**src/rtl/sun_apb_master.sv**
```systemverilog
// sun_apb_master: APB master sequencing one sun sensor measurement.
// On an accepted start it writes four config bytes (0x1..0x4), writes the start
// command (0x0 = 0x1), polls status at 0x0 until bit1 (done) is set, reads the
// result from 0x5 and presents it with a one-cycle sample_valid pulse. A
// conversion timeout aborts polling with a one-cycle timeout_err pulse.
// Ports:
//   pclk, presetn                 clock, async active-low reset
//   start, cfg_data               measurement request and config bytes
//   psel, penable, pwrite,
//   paddr, pwdata, prdata, pready APB master interface
//   busy                          measurement in progress
//   sample_data, sample_valid     last result and its update strobe
//   timeout_err                   conversion timeout strobe
module sun_apb_master #(
  parameter int unsigned ADDR_W   = 32,
  parameter int unsigned DATA_W   = 32,
  parameter int unsigned POLL_GAP = 4,
  parameter int unsigned TIMEOUT  = 1024
) (
  input  logic              pclk,
  input  logic              presetn,
  input  logic              start,
  input  logic [31:0]       cfg_data,
  output logic              psel,
  output logic              penable,
  output logic              pwrite,
  output logic [ADDR_W-1:0] paddr,
  output logic [DATA_W-1:0] pwdata,
  input  logic [DATA_W-1:0] prdata,
  input  logic              pready,
  output logic              busy,
  output logic [DATA_W-1:0] sample_data,
  output logic              sample_valid,
  output logic              timeout_err
);

  localparam logic [2:0] ST_IDLE = 3'd0;
  localparam logic [2:0] ST_CFG  = 3'd1;
  localparam logic [2:0] ST_GO   = 3'd2;
  localparam logic [2:0] ST_POLL = 3'd3;
  localparam logic [2:0] ST_GAP  = 3'd4;
  localparam logic [2:0] ST_RES  = 3'd5;
  localparam logic [2:0] ST_DONE = 3'd6;
  localparam logic [2:0] ST_ERR  = 3'd7;

  // Transfer phase inside CFG/GO/POLL/RES; PH_IDLE is the mandatory bus-idle
  // cycle after a completed transfer.
  localparam logic [1:0] PH_SETUP  = 2'd0;
  localparam logic [1:0] PH_ACCESS = 2'd1;
  localparam logic [1:0] PH_IDLE   = 2'd2;

  localparam int unsigned TW = $clog2(TIMEOUT + 1);
  localparam int unsigned GW = $clog2(POLL_GAP + 1);
  localparam logic [TW-1:0] TMO_LAST = TW'(TIMEOUT - 1);
  localparam logic [GW-1:0] GAP_LAST = GW'(POLL_GAP - 1);

  logic [2:0]        state_q, state_d;
  logic [1:0]        phase_q, phase_d;
  logic [1:0]        idx_q, idx_d;
  logic [31:0]       cfg_q, cfg_d;
  logic [TW-1:0]     tmo_q, tmo_d;
  logic [GW-1:0]     gap_q, gap_d;
  logic [DATA_W-1:0] res_q, res_d;
  logic [DATA_W-1:0] sample_data_q, sample_data_d;

  logic       xfer_st;
  logic       tmo_hit;
  logic [7:0] cfg_byte;

  assign xfer_st = (state_q == ST_CFG) || (state_q == ST_GO) ||
                   (state_q == ST_POLL) || (state_q == ST_RES);
  assign tmo_hit = (tmo_q >= TMO_LAST);

  always_comb begin
    cfg_byte = cfg_q[7:0];
    case (idx_q)
      2'd1:    cfg_byte = cfg_q[15:8];
      2'd2:    cfg_byte = cfg_q[23:16];
      2'd3:    cfg_byte = cfg_q[31:24];
      default: cfg_byte = cfg_q[7:0];
    endcase
  end

  // Bus outputs are pure decodes of state, so they hold from SETUP through
  // ACCESS and drop asynchronously with reset.
  always_comb begin
    psel         = xfer_st && (phase_q != PH_IDLE);
    penable      = xfer_st && (phase_q == PH_ACCESS);
    pwrite       = 1'b0;
    paddr        = '0;
    pwdata       = '0;
    busy         = (state_q != ST_IDLE) && (state_q != ST_DONE) && (state_q != ST_ERR);
    sample_valid = (state_q == ST_DONE);
    timeout_err  = (state_q == ST_ERR);
    sample_data  = sample_data_q;
    case (state_q)
      ST_CFG: begin
        pwrite      = 1'b1;
        paddr[2:0]  = {1'b0, idx_q} + 3'd1;
        pwdata[7:0] = cfg_byte;
      end
      ST_GO: begin
        pwrite    = 1'b1;
        pwdata[0] = 1'b1;
      end
      ST_RES:  paddr[2:0] = 3'd5;
      default: ;
    endcase
  end

  always_comb begin
    state_d       = state_q;
    phase_d       = phase_q;
    idx_d         = idx_q;
    cfg_d         = cfg_q;
    tmo_d         = tmo_q;
    gap_d         = gap_q;
    res_d         = res_q;
    sample_data_d = sample_data_q;

    if (((state_q == ST_POLL) || (state_q == ST_GAP)) && !tmo_hit) begin
      tmo_d = tmo_q + TW'(1);
    end

    case (state_q)
      ST_IDLE: begin
        if (start) begin
          cfg_d   = cfg_data;
          idx_d   = '0;
          phase_d = PH_SETUP;
          state_d = ST_CFG;
        end
      end
      ST_CFG, ST_GO, ST_POLL, ST_RES: begin
        case (phase_q)
          PH_SETUP: begin
            // Timeout is only honoured outside an active access.
            if ((state_q == ST_POLL) && tmo_hit) begin
              state_d = ST_ERR;
            end else begin
              phase_d = PH_ACCESS;
            end
          end
          PH_ACCESS: begin
            if (pready) begin
              phase_d = PH_IDLE;
              if (state_q == ST_GO) begin
                tmo_d = '0;
              end
              if (state_q == ST_RES) begin
                res_d = prdata;
              end
              // Not done: the GAP idle cycles double as the post-transfer idle.
              if ((state_q == ST_POLL) && !prdata[1]) begin
                state_d = ST_GAP;
                gap_d   = '0;
              end
            end
          end
          default: begin
            phase_d = PH_SETUP;
            case (state_q)
              ST_CFG: begin
                if (idx_q == 2'd3) begin
                  state_d = ST_GO;
                end else begin
                  idx_d = idx_q + 2'd1;
                end
              end
              ST_GO:   state_d = ST_POLL;
              ST_POLL: state_d = ST_RES;
              default: begin
                state_d       = ST_DONE;
                sample_data_d = res_q;
              end
            endcase
          end
        endcase
      end
      ST_GAP: begin
        if (tmo_hit) begin
          state_d = ST_ERR;
        end else if (gap_q == GAP_LAST) begin
          state_d = ST_POLL;
          phase_d = PH_SETUP;
        end else begin
          gap_d = gap_q + GW'(1);
        end
      end
      default: state_d = ST_IDLE;
    endcase
  end

  always_ff @(posedge pclk or negedge presetn) begin
    if (!presetn) begin
      state_q       <= ST_IDLE;
      phase_q       <= PH_SETUP;
      idx_q         <= '0;
      cfg_q         <= '0;
      tmo_q         <= '0;
      gap_q         <= '0;
      res_q         <= '0;
      sample_data_q <= '0;
    end else begin
      state_q       <= state_d;
      phase_q       <= phase_d;
      idx_q         <= idx_d;
      cfg_q         <= cfg_d;
      tmo_q         <= tmo_d;
      gap_q         <= gap_d;
      res_q         <= res_d;
      sample_data_q <= sample_data_d;
    end
  end

endmodule

```
**config.mk**
```make
export PLATFORM = sky130hd
export DESIGN_NAME = sun_apb_master
export DESIGN_NICKNAME = d
export VERILOG_FILES = /design/src/rtl/sun_apb_master.sv
export SDC_FILE = /design/constraint.sdc
export NUM_CORES = 1
export LEC_CHECK = 0
export CAP_MARGIN = 20
export CORE_ASPECT_RATIO = 0.6
export CORE_MARGIN = 4
export CORE_UTILIZATION = 45
export DETAILED_ROUTE_END_ITERATION = 8
export PLACE_DENSITY = 0.87
export SLEW_MARGIN = 20
export SYNTH_ARGS = -nofsm -noshare
export SYNTH_HDL_FRONTEND = slang
export SYNTH_SLANG_ARGS = --single-unit
```
**constraint.sdc**
```tcl
create_clock -name pclk -period 2.4 [get_ports pclk]
set_clock_uncertainty 0.2 [all_clocks]
set_input_delay 0.6 -clock pclk [delete_from_list [all_inputs] [get_ports pclk]]
set_output_delay 0.6 -clock pclk [all_outputs]
set_load 0.01 [all_outputs]
```
# --- After elaboration in Yosys (flattened, before gate mapping) ---
# Cells that the tools add are included.
word_totals:
  reg_bits: 117
  output_inout_bits: 102
  wordCells: 113
op_classes:
  add_sub_neg: 4
  magnitude_cmp: 1
  eq_ne: 31
  muxes: 37
  n_bitwise: 2
  reduce_logical: 30
op_table:
  columns: ["cell", "count"]
  rows:
  - ["$mux W11", 5]
  - ["$mux W3", 12]
  - ["$pmux W8 S3", 1]
  - ["$ne A2 B2 Y1 const B", 10]
  - ["$ne A3 B3 Y1 const B", 6]
  - ["$pmux W3 S2", 3]
  - ["$pmux W3 S3", 2]
  - ["$reduce_and A6 Y1", 3]
  - ["$mux W2", 8]
  - ["$eq A3 B3 Y1 const B", 4]
  - ["$add A11 B1 Y11 const B", 1]
  - ["$ge A11 B10 Y1 const B", 1]
  - ["$eq A3 B2 Y1 const B", 3]
  - ["$pmux W2 S2", 2]
  - ["$logic_and A1 B1 Y1", 7]
  - ["$mux W7", 1]
  - ["$pmux W2 S3", 1]
  - ["$reduce_bool A3 Y1", 2]
  - ["$ne A5 B5 Y1 const B", 1]
  - ["$reduce_and A5 Y1", 1]
  - ["$eq A2 B1 Y1 const B", 2]
  - ["$eq A2 B2 Y1 const B", 2]
  - ["$logic_or A1 B1 Y1", 4]
  - ["$reduce_and A4 Y1", 1]
  - ["other kinds (18)", 22]

# --- Logic depth before layout (Yosys ltp) ---
# Gate-level depths: netlist of run 1.
depth:
  depth_word: 8
  ltp_mapped: 7
  mapped_depth_nobuf: 7

# --- Worst setup path after synthesis of run 1 ---
# Ideal clock, no wire load.
synth_path:
  path_type: "register to output"
  start: "reg idx_q[0]"
  end: "out pwdata[0]"
  arrival_ns: 1.406
  required_ns: 1.600
  setup_slack_ns: 0.194
  path_stages_with_launch: 8
  cell_sequence: "dfrtp_1 -> inv_1 -> ha_1 -> clkbuf_1 -> a222oi_1 -> o21ai_0 -> nand2_1 -> a21oi_1"
synth_via:
  elab_chain_len: 3
synth_lines:
  columns: ["element", "line_no", "source"]
  rows:
  - ["start: declaration", "59", "logic [1:0] idx_q, idx_d;"]
  - ["start signal: assignment", "207", "idx_q <= idx_d;"]
  - ["$eq A2 B2 Y1 / $eq A2 B1 Y1 (equally long branches)", "76", "case (idx_q)"]
  - ["$pmux W8 S3 (*)", "76", null]
  - ["$pmux W1 S2 (*)", "96", "case (state_q)"]
  - ["end: declaration", "28", "output logic [DATA_W-1:0] pwdata,"]
# Every way passes the cells marked *; elsewhere a longest branch is shown, timed or not.

# --- Final worst setup path of run 1 ---
layout_path:
  start: "reg idx_q[0]"
  end: "out pwdata[1]"
layout_via:
  elab_chain_len: 3
layout_lines:
  columns: ["element", "line_no"]
  rows:
  - ["$eq A2 B2 Y1 / $eq A2 B1 Y1 (equally long branches)", "76"]
  - ["$pmux W8 S3 (*)", "76"]
  - ["$mux W7 (*)", "96"]
# Marks and branches as above.

==> results of run 1 <==
[logic make-up (layout without fill, tap and decap cells)]
kind of cell    count (synthesis)  count (layout)  synth area share
compound gates                 60              60            0.0701
xor+xnor                        6               6           0.00928
fa+ha+maj                       8               8            0.0172
buf+inv                        88             193             0.102
flops                         117             117             0.517
mux                            99              99             0.198
other cells                     1              53          0.000662
simple gates                   87              87            0.0853
[per-layer routing]
layer	track usage	up-vias
li1	-	1836
met1	0.235	1989
met2	0.310	195
met3	0.0691	18
met4	0.0600	0
met5	0	-
[registers in the layout, indices dropped and copies added (netlist names)]
name         flops
phase_q          2
state_q          3
tmo_q           11
sample_data     32
cfg_q           32
gap_q            3
res_q           32
idx_q            2
[synthesized netlist by cell type (2+ instances only)]
master	count
nand3b_1	2
nor3_1	2
and2_1	2
or3b_1	3
a222oi_1	8
a211oi_1	3
buf_2	8
mux2_2	91
nand2_1	15
or3_1	2
nand2b_1	4
and2b_1	2
dfrtp_1	117
clkbuf_1	7
xor2_1	6
mux2_1	6
a21oi_1	19
nand3_1	5
nand4_1	2
buf_4	61
inv_1	10
nor2_1	28
mux2_4	2
nor4b_1	2
nor3_2	2
o21ai_1	2
a41o_1	2
a31oi_1	4
nor2b_1	2
ha_1	7
and3_1	8
o21ai_0	15
[stage by stage]
stage	TNS, ns	cell area [um^2]
3_3_place_gp	-1.56	6980
2_1_floorplan	0	5860
3_5_place_dp	-2.87	6980
4_1_cts	-2.51	7660
5_1_grt	-3.38	7690
6_report	-2.20	7690
[power by group through the flow]
| stage | clock [mW] | sequential [mW] | combinational, mW |
|---|---|---|---|
| after floorplan | 0 | 3.46 | 2.34 |
| after global placement | 0 | 3.45 | 3.84 |
| after detailed placement | 0 | 3.54 | 3.99 |
| after CTS | 2.60 | 3.53 | 4.11 |
| after global routing | 2.72 | 3.64 | 4.52 |
| final | 2.56 | 3.54 | 4.19 |
[final cells by class]
type	instances	area (um^2)	area share
clock inverter	14	169	0.0220
tap	165	206	0.0269
multi-input combinational	313	2460	0.321
sequential	117	2930	0.381
timing repair buffer	151	1440	0.188
clock buffer	18	439	0.0571
inverter	10	37.5	0.00488
[timing repair]
action | CTS | global route
resized for setup | 72 | 17
setup buffers | 3 | 1
endpoints found under the hold margin | 4 | 0
hold buffers | 1 | 0
pin swaps | 9 | 8
setup endpoints to repair | 20 | 19
[worst max-delay path, cell delays in order (launching register included)]
cell and delay (ns):
dfrtp_2 0.45, inv_2 0.07, buf_4 0.15, ha_4 0.17
buf_12 0.14, nor2_1 0.19, a21oi_2 0.06, nor2_1 0.14
buf_2 0.16
[worst paths after layout]
path,start,end,slack (ns)
setup / recovery,idx_q[0]$_DFFE_PN0P_,pwdata[1],-0.36
hold / removal,res_q[8]$_DFFE_PN0P_,sample_data[8]$_DFFE_PN0P_,0.28
setup reg to reg,state_q[0]$_DFFE_PN0P_,state_q[1]$_DFFE_PN0P_,0.08
hold reg to reg,res_q[8]$_DFFE_PN0P_,sample_data[8]$_DFFE_PN0P_,0.28
max in group asynchronous,presetn,res_q[22]$_DFFE_PN0P_,1.02
min in group asynchronous,presetn,res_q[4]$_DFFE_PN0P_,0.34
==> results_dict.tcl, run 1 <==
set metrics [dict create \
    status "finished, violations left" \
    violations "negative setup slack" \
    layout_common_cells "dfrtp_1 (116), clkdlybuf4s50_1 (98), mux2_2 (91), conb_1 (53), nor2_1 (27)" \
    synth_area_leaders "dfrtp_1 (52%), mux2_2 (18%), buf_4 (8.1%), nor2_1 (1.9%), a21oi_1 (1.7%)" \
    top_layer_used "met4" \
    yosys.area.top_type "dfrtp_1" \
    dp_slack_ns -0.302 \
    grt_max_degree 77 \
    ff2ff_path_depth 7 \
    syn_to_final_growth_pct 35.8 \
    drc 0 \
    crit_fanout 14 \
    hold_viol_final 0 \
    ios 170 \
    finalCritPeriodShare 1.15 \
    final_common_cell "dfrtp_1" \
    via_count 4038 \
    max_freq_mhz 363 \
    wl_met1_um 5690 \
    clockBufferDepth 2 \
    critPathLaunchType "flop" \
    synth_cell_types 49 \
    wl_met2_um 6670 \
    viasPerCell 5.12 \
    met3_length_um 1080 \
    grt_pass1_vias 4180 \
    grt_overflow_total 0 \
    rsz0062_at_grt "true" \
    num_antenna_cells 0 \
    grt_usage 0.189 \
    hold_depth 1 \
    portBuffers 116 \
    synth_top_cell_area_share 0.517 \
    filler_cell_count 914 \
    clkPwrFrac 0.249 \
    dr.pass1.iters 6 \
    total_power_mw 10.3 \
    period_minus_slack_ns 2.76 \
    clkTransAtPathRegs_ns 0.06 \
    fin_ws_ns -0.357 \
    min_path_type "flop to flop" \
    drt_iter0_drc 248 \
    ys_seq_area_frac 0.517 \
    fin_util 0.631 \
    detailed_place_hpwl_um 9520 \
    yosysWarnings 0 \
    worstPathRequired_ns 1.60 \
    grt_pass1_wl_um 21600 \
    p_seq_frac 0.344 \
    fp.dieH_um 94.9 \
    max_cap_violations 0 \
    switching_share 0.339 \
    worst-setup-path-type "flop to primary output" \
    p_leak_nw 3.45 \
    rows 31 \
    cts_tree "done" \
    clk_latency_ns 0.41 \
    cts-root-buf "clkbuf_16" \
    synthFlopType "dfrtp_1" \
    placed_cells 751 \
    power_density_nw_per_um2 1340 \
    synth_seq_cells 117 \
    die_x_um 153 \
    drive_gt1_frac 0.321 \
    combPwrFrac 0.408 \
    cts_max_level 4 \
    syn_area_per_cell_um2 12.1 \
    initial_core_util 0.465 \
    ys_async_sr_fraction 1.00 \
    cp-end-kind "primary output" \
    intPower_mw 6.80 \
    synth_edf_count 0 \
    slew_violations 0 \
    syn_inst 466 \
    instances_no_fill 788 \
    drtAntennaViolNets 0 \
    arrival_ns 1.96 \
    coreArea_um2 12200 \
    p_switching_mw 3.48 \
    fin_nets 685 \
    worst_hold_slack_ns 0.283 \
    peakVddDrop_uv 561 \
    setup_viol 10 \
    clkSinkCount 117 \
    wl_per_cell_um 17.3 \
    cts-buffers-inserted 17 \
    place.gp.congestion 0.946 \
    syn-cell-area_um2 5660 \
    finalWirelength_um 13600 \
    antenna_found_initial 0 \
    dieArea_um2 14500 \
]
Note: power is estimated with default switching activity, not from simulation.
==> inputs of run 2 (changes only) <==
--- a/config.mk
+++ b/config.mk
@@ -6,7 +6,6 @@
 export NUM_CORES = 1
 export LEC_CHECK = 0
 export CAP_MARGIN = 20
-export CORE_ASPECT_RATIO = 0.6
 export CORE_MARGIN = 4
 export CORE_UTILIZATION = 45
 export DETAILED_ROUTE_END_ITERATION = 8
==> results_dict.tcl, run 2 (same netlist as run 1, synthesis figures left out) <==
set metrics [dict create \
    viasPerCell 5.12 \
    detailed_place_hpwl_um 9450 \
    finalCritPeriodShare 1.14 \
    max_cap_violations 0 \
    total_power_mw 10.4 \
    critical-path-top-delay-family "compound AO/OA/AOI/OAI gates" \
    cts_tree "done" \
    antenna_found_initial 0 \
    cp-end-kind "primary output" \
    final_common_cell "dfrtp_1" \
    fin_nets 680 \
    wl_met1_um 5140 \
    cts-root-buf "clkbuf_16" \
    clockBufferDepth 2 \
    violations "negative setup slack" \
    path_common_cell "nor2_1" \
    filler_cell_count 905 \
    portBuffers 116 \
    finalWirelength_um 13700 \
    top_layer_used "met4" \
    setup_viol 9 \
    p_leak_nw 3.46 \
    clk_latency_ns 0.41 \
    fp.dieH_um 120 \
    clkSinkCount 117 \
    grt_max_degree 42 \
    rows 40 \
    via_count 4026 \
    finish.instance_area_um2 7670 \
    arrival_ns 1.94 \
    met3_length_um 1310 \
    hold_viol_final 0 \
    die_x_um 120 \
    critPathLaunchType "flop" \
    crit_path_cell_trace "inv_2, ha_4, a222oi_1, nor2_1, a21oi_1, nor2_1, buf_2" \
    grt_usage 0.197 \
    drc 0 \
    rsz0062_at_grt "true" \
    grt_overflow_total 0 \
    drive_gt1_frac 0.299 \
    slew_headroom 0.663 \
    crit_fanout 8 \
    cts_max_level 4 \
    max_freq_mhz 366 \
    tightest_slew_ns 0.505 \
    drt_iter0_drc 263 \
    drtAntennaViolNets 0 \
    min-delay-start "res_q[9]$_DFFE_PN0P_" \
    dieArea_um2 14400 \
    grt_pass1_wl_um 22300 \
    cp_slowest_stage_delay_ns 0.45 \
    period_minus_slack_ns 2.74 \
    worst_hold_slack_ns 0.283 \
    num_antenna_cells 0 \
    wl_per_cell_um 17.4 \
    coreArea_um2 12200 \
    placedInstanceArea_um2 6960 \
    status "finished, violations left" \
    grt_pass1_vias 4309 \
    min_path_type "flop to flop" \
    worst-path-buf-inv 2 \
    slew_violations 0 \
    peakVddDrop_uv 820 \
    fin_ws_ns -0.335 \
    crit_start "idx_q[0]$_DFFE_PN0P_" \
    place.gp.congestion 0.925 \
    r2r-start "idx_q[1]$_DFFE_PN0P_" \
    worstPathRequired_ns 1.60 \
    layout_common_cells "dfrtp_1 (116), clkdlybuf4s50_1 (98), mux2_2 (91), conb_1 (53), nor2_1 (28)" \
    dr.pass1.iters 7 \
    power_density_nw_per_um2 1350 \
    clkTransAtPathRegs_ns 0.05 \
    worst-setup-path-type "flop to primary output" \
    initial_core_util 0.465 \
    cts-buffers-inserted 17 \
    cpMaxStageDelayCell "dfrtp_2" \
    wl_met2_um 6900 \
    syn_to_final_growth_pct 35.4 \
    ios 170 \
]
-- run 2: changes by cell type in the layout (fill, tap and decap cells not counted), moves of 3 or more --
cell | previous run | this run
buf_6 | 6 | 3
clkbuf_1 | 0 | 3
bufinv_16 | 2 | 6
a21oi_2 | 3 | 0
inv_6 | 5 | 0
clkinvlp_4 | 3 | 0
a21oi_1 | 15 | 18
-- run 2: layout make-up --
cell class                 count  area, um^2  area share
clock inverter                11         223      0.0291
sequential                   117        2930       0.382
inverter                      10        37.5     0.00490
clock buffer                  21         450      0.0588
tap                          168         210      0.0274
multi-input combinational    313        2430       0.317
timing repair buffer         146        1390       0.181
-- run 2: stage by stage --
| stage | TNS (ns) | utilization | std cells | setup WS [ns] |
|---|---|---|---|---|
| 4_1_cts | -2.19 | 0.630 | 786 | -0.282 |
| 3_5_place_dp | -3.78 | 0.572 | 751 | -0.323 |
| 3_3_place_gp | -2.71 | 0.572 | 751 | -0.299 |
| 2_1_floorplan | 0 | - | 518 | 0.194 |
| 5_1_grt | -3.33 | 0.630 | 786 | -0.456 |
| 6_report | -2.23 | 0.630 | 786 | -0.335 |
-- run 2: final timing paths --
path | endpoint | depth (start not counted) | slack [ns]
min reg2reg | sample_data[9]$_DFFE_PN0P_ | 1 | 0.28
min in group asynchronous | sample_data[31]$_DFFE_PN0P_ | 2 | 0.51
min | sample_data[9]$_DFFE_PN0P_ | 1 | 0.28
max in group asynchronous | idx_q[0]$_DFFE_PN0P_ | 3 | 0.89
max | pwdata[1] | 7 | -0.34
max reg2reg | state_q[1]$_DFFE_PN0P_ | 9 | 0.14
-- run 2: per-layer routing --
layer,GRT usage,up-vias
li1,-,1816
met1,0.223,1964
met2,0.331,209
met3,0.0815,37
met4,0.0787,0
met5,0,-
-- run 2: worst register-to-register path, delay by kind of cell (launching register included) --
family | cells | cell delay [ns]
and+or+nand+nor | 3 | 0.57
buffers and inverters | 3 | 0.46
DFF | 1 | 0.39
muxes | 1 | 0.30
adders and majority gates | 1 | 0.18
AOI/OAI and AO/OA | 1 | 0.05
-- run 2: power by group --
part | switching, mW | internal, mW
sequential | 0.623 | 2.93
combinational | 1.81 | 2.14
clock | 0.898 | 1.98
-- run 2: repair_timing --
action	in CTS	in global routing
hold buffers	1	0
hold endpoints to repair	36	0
gates cloned	0	0
resized for setup	68	12
pin swaps	7	4
setup buffers	2	0
endpoints found under the setup margin	17	14
==> inputs of run 3 (changes only) <==
--- a/config.mk
+++ b/config.mk
@@ -5,6 +5,7 @@
 export SDC_FILE = /design/constraint.sdc
 export NUM_CORES = 1
 export LEC_CHECK = 0
+export ABC_AREA = 1
 export CAP_MARGIN = 20
 export CORE_MARGIN = 4
 export CORE_UTILIZATION = 45
==> results_dict.tcl, run 3 <==
set metrics [dict create \
    status "finished, violations left" \
    violations "negative setup slack" \
    cp_slowest_stage_delay_ns 0.46 \
    cp-end-kind "primary output" \
    placedInstanceArea_um2 6910 \
    ys_async_sr_fraction 1.00 \
    finish.instance_area_um2 7710 \
    rows 40 \
    synthTopCellsByCount "nand2_1 (201), dfrtp_1 (117), nor2_1 (57)" \
    portBuffers 116 \
    finalCritPeriodShare 1.07 \
    min_path_type "flop to flop" \
    drtAntennaViolNets 0 \
    fin_ws_ns -0.163 \
    clk_latency_ns 0.41 \
    clockBufferDepth 2 \
    yosysWarnings 0 \
    syn_inst 677 \
    viasPerCell 4.77 \
    clkTransAtPathRegs_ns 0.06 \
    crit_fanout 4 \
    fp.dieH_um 120 \
    peakVddDrop_uv 675 \
    slew_headroom 0.604 \
    antenna_found_initial 0 \
    coreArea_um2 12200 \
    cpMaxStageDelayCell "dfrtp_2" \
    cts-root-buf "clkbuf_16" \
    max_freq_mhz 390 \
    p_leak_nw 3.87 \
    filler_cell_count 1007 \
    p_seq_frac 0.339 \
    synthFlopType "dfrtp_1" \
    power_density_nw_per_um2 1290 \
    drc 0 \
    fin_nets 903 \
    yosysMostFrequentCell "nand2_1" \
    critPathLaunchType "flop" \
    ios 170 \
    grt_usage 0.195 \
    layout_common_cells "nand2_1 (199), dfrtp_1 (115), clkdlybuf4s50_1 (98), nor2_1 (56), conb_1 (53)" \
    grt_overflow_total 0 \
    p_switching_mw 3.80 \
    crit_path_cell_trace "buf_6, ha_4, nand2_2, nand2_1, a221oi_2, o21ai_1, buf_2" \
    period_minus_slack_ns 2.56 \
    ys_seq_area_frac 0.516 \
    num_antenna_cells 0 \
    drt_iter0_drc 317 \
    final_common_cell "nand2_1" \
    initial_core_util 0.466 \
    dieArea_um2 14500 \
    syn-cell-area_um2 5670 \
    clkSinkCount 117 \
    grt_pass1_wl_um 22800 \
    max_cap_violations 0 \
    synth_area_leaders "dfrtp_1 (52%), nand2_1 (13%), buf_4 (7.0%), o21ai_0 (4.3%), a21oi_1 (3.9%)" \
    place.gp.congestion 0.852 \
    setup_viol 8 \
    clkPwrFrac 0.239 \
    via_count 4808 \
    cts_max_level 4 \
    total_power_mw 9.95 \
    slew_violations 0 \
    synth_cell_types 33 \
    synth_edf_count 0 \
    syn_area_per_cell_um2 8.38 \
    worstPathRequired_ns 1.60 \
    switching_share 0.382 \
    rsz0062_at_grt "true" \
    detailed_place_hpwl_um 9240 \
    combPwrFrac 0.422 \
    hold_viol_final 0 \
    worst-setup-path-type "flop to primary output" \
    dr.pass1.iters 5 \
    grt_max_degree 116 \
    arrival_ns 1.76 \
    finalWirelength_um 14000 \
    synth_top_cell_area_share 0.516 \
    dp_slack_ns -0.239 \
    yosys.area.top_type "dfrtp_1" \
    cts-buffers-inserted 17 \
    critical-path-top-delay-family "flip-flops" \
    wl_per_cell_um 13.9 \
    intPower_mw 6.14 \
    drive_gt1_frac 0.168 \
    die_x_um 120 \
    worst-path-buf-inv 2 \
    synth_seq_cells 117 \
    tightest_slew_ns 0.595 \
    cts_tree "done" \
    syn_to_final_growth_pct 35.9 \
    grt_pass1_vias 4871 \
]
==> run 3: cell types whose count changed after synthesis, sizes merged, moves of 5 or more <==
cell	before	now
and3	8	0
nand2	15	209
nor2	28	68
a21oi	19	45
a31oi	4	12
nand3	6	14
xor2	6	1
mux2	99	1
o21ai	17	53
inv	10	62
a222oi	8	0
==> run 3: area by class of cell <==
type                    instances  area, um^2  share of cell area
clock inverters                13         124              0.0161
multi-input cells             475        2310               0.300
flip-flops and latches        117        2930               0.380
inverters                      62         243              0.0315
well taps                     168         210              0.0273
clock buffers                  18         429              0.0557
repair buffers                155        1460               0.189
==> run 3: path summary, 6_finish.rpt <==
kind | from | endpoint | slack [ns] | cells past startpoint
max in group asynchronous | presetn | res_q[2]$_DFFE_PN0P_ | 0.91 | 3
worst min register to register | sample_data[25]$_DFFE_PN0P_ | sample_data[25]$_DFFE_PN0P_ | 0.28 | 2
worst min-delay path | sample_data[25]$_DFFE_PN0P_ | sample_data[25]$_DFFE_PN0P_ | 0.28 | 2
worst max-delay path | idx_q[0]$_DFFE_PN0P_ | pwdata[0] | -0.16 | 7
min in group asynchronous | presetn | cfg_q[22]$_DFFE_PN0P_ | 0.32 | 2
worst max register to register | tmo_q[0]$_DFF_PN0_ | gap_q[0]$_DFFE_PN0P_ | 0.48 | 10
==> run 3: power groups by stage <==
stage / sequential, mW / clock, mW / combinational [mW]
finish: 3.38 / 2.38 / 4.19
global route: 3.48 / 2.50 / 4.65
CTS: 3.35 / 2.41 / 4.07
detailed placement: 3.36 / 0 / 3.75
global placement: 3.34 / 0 / 3.62
floorplan: 3.36 / 0 / 2.16
==> run 3: metal layers <==
metal,GRT usage,part of all wire
met2,0.331,0.50
met4,0.0878,0.031
met1,0.233,0.40
met3,0.0524,0.064
met5,0,0
==> run 3: tightest hold or removal path, cell delays in order, from the launching register on <==
cell and delay (ns):
dfrtp_1 0.34, nand2_1 0.05, o21ai_0 0.06
==> run 3: timing repair <==
action,in CTS,in global routing
resized for setup,96,11
hold buffers,1,0
endpoints found under the setup margin,17,11
setup buffers,18,1
pin swaps,15,5
hold endpoints to repair,2,0
==> run 3: logic make-up (layout without fill, tap and decap cells) <==
group | Yosys count | after routing | share of synthesized area
xor gates and xnor gates | 2 | 2 | 0.00309
adders and majority gates | 7 | 7 | 0.0154
and+or+nand+nor | 300 | 300 | 0.229
other | 1 | 53 | 0.000661
AOI/OAI and AO/OA | 112 | 112 | 0.105
DFF | 117 | 117 | 0.516
buffers and inverters | 137 | 248 | 0.129
muxes | 1 | 1 | 0.00199
==> run 3: stage by stage <==
step,TNS [ns],util,hold WS [ns],instances
5_1_grt,-1.63,0.634,0.302,1008
6_report,-0.983,0.634,0.283,1008
4_1_cts,-0.419,0.632,0.280,1007
3_5_place_dp,-1.23,0.568,0.199,957
3_3_place_gp,-0.922,0.568,0.198,957
2_1_floorplan,0,-,0.104,729
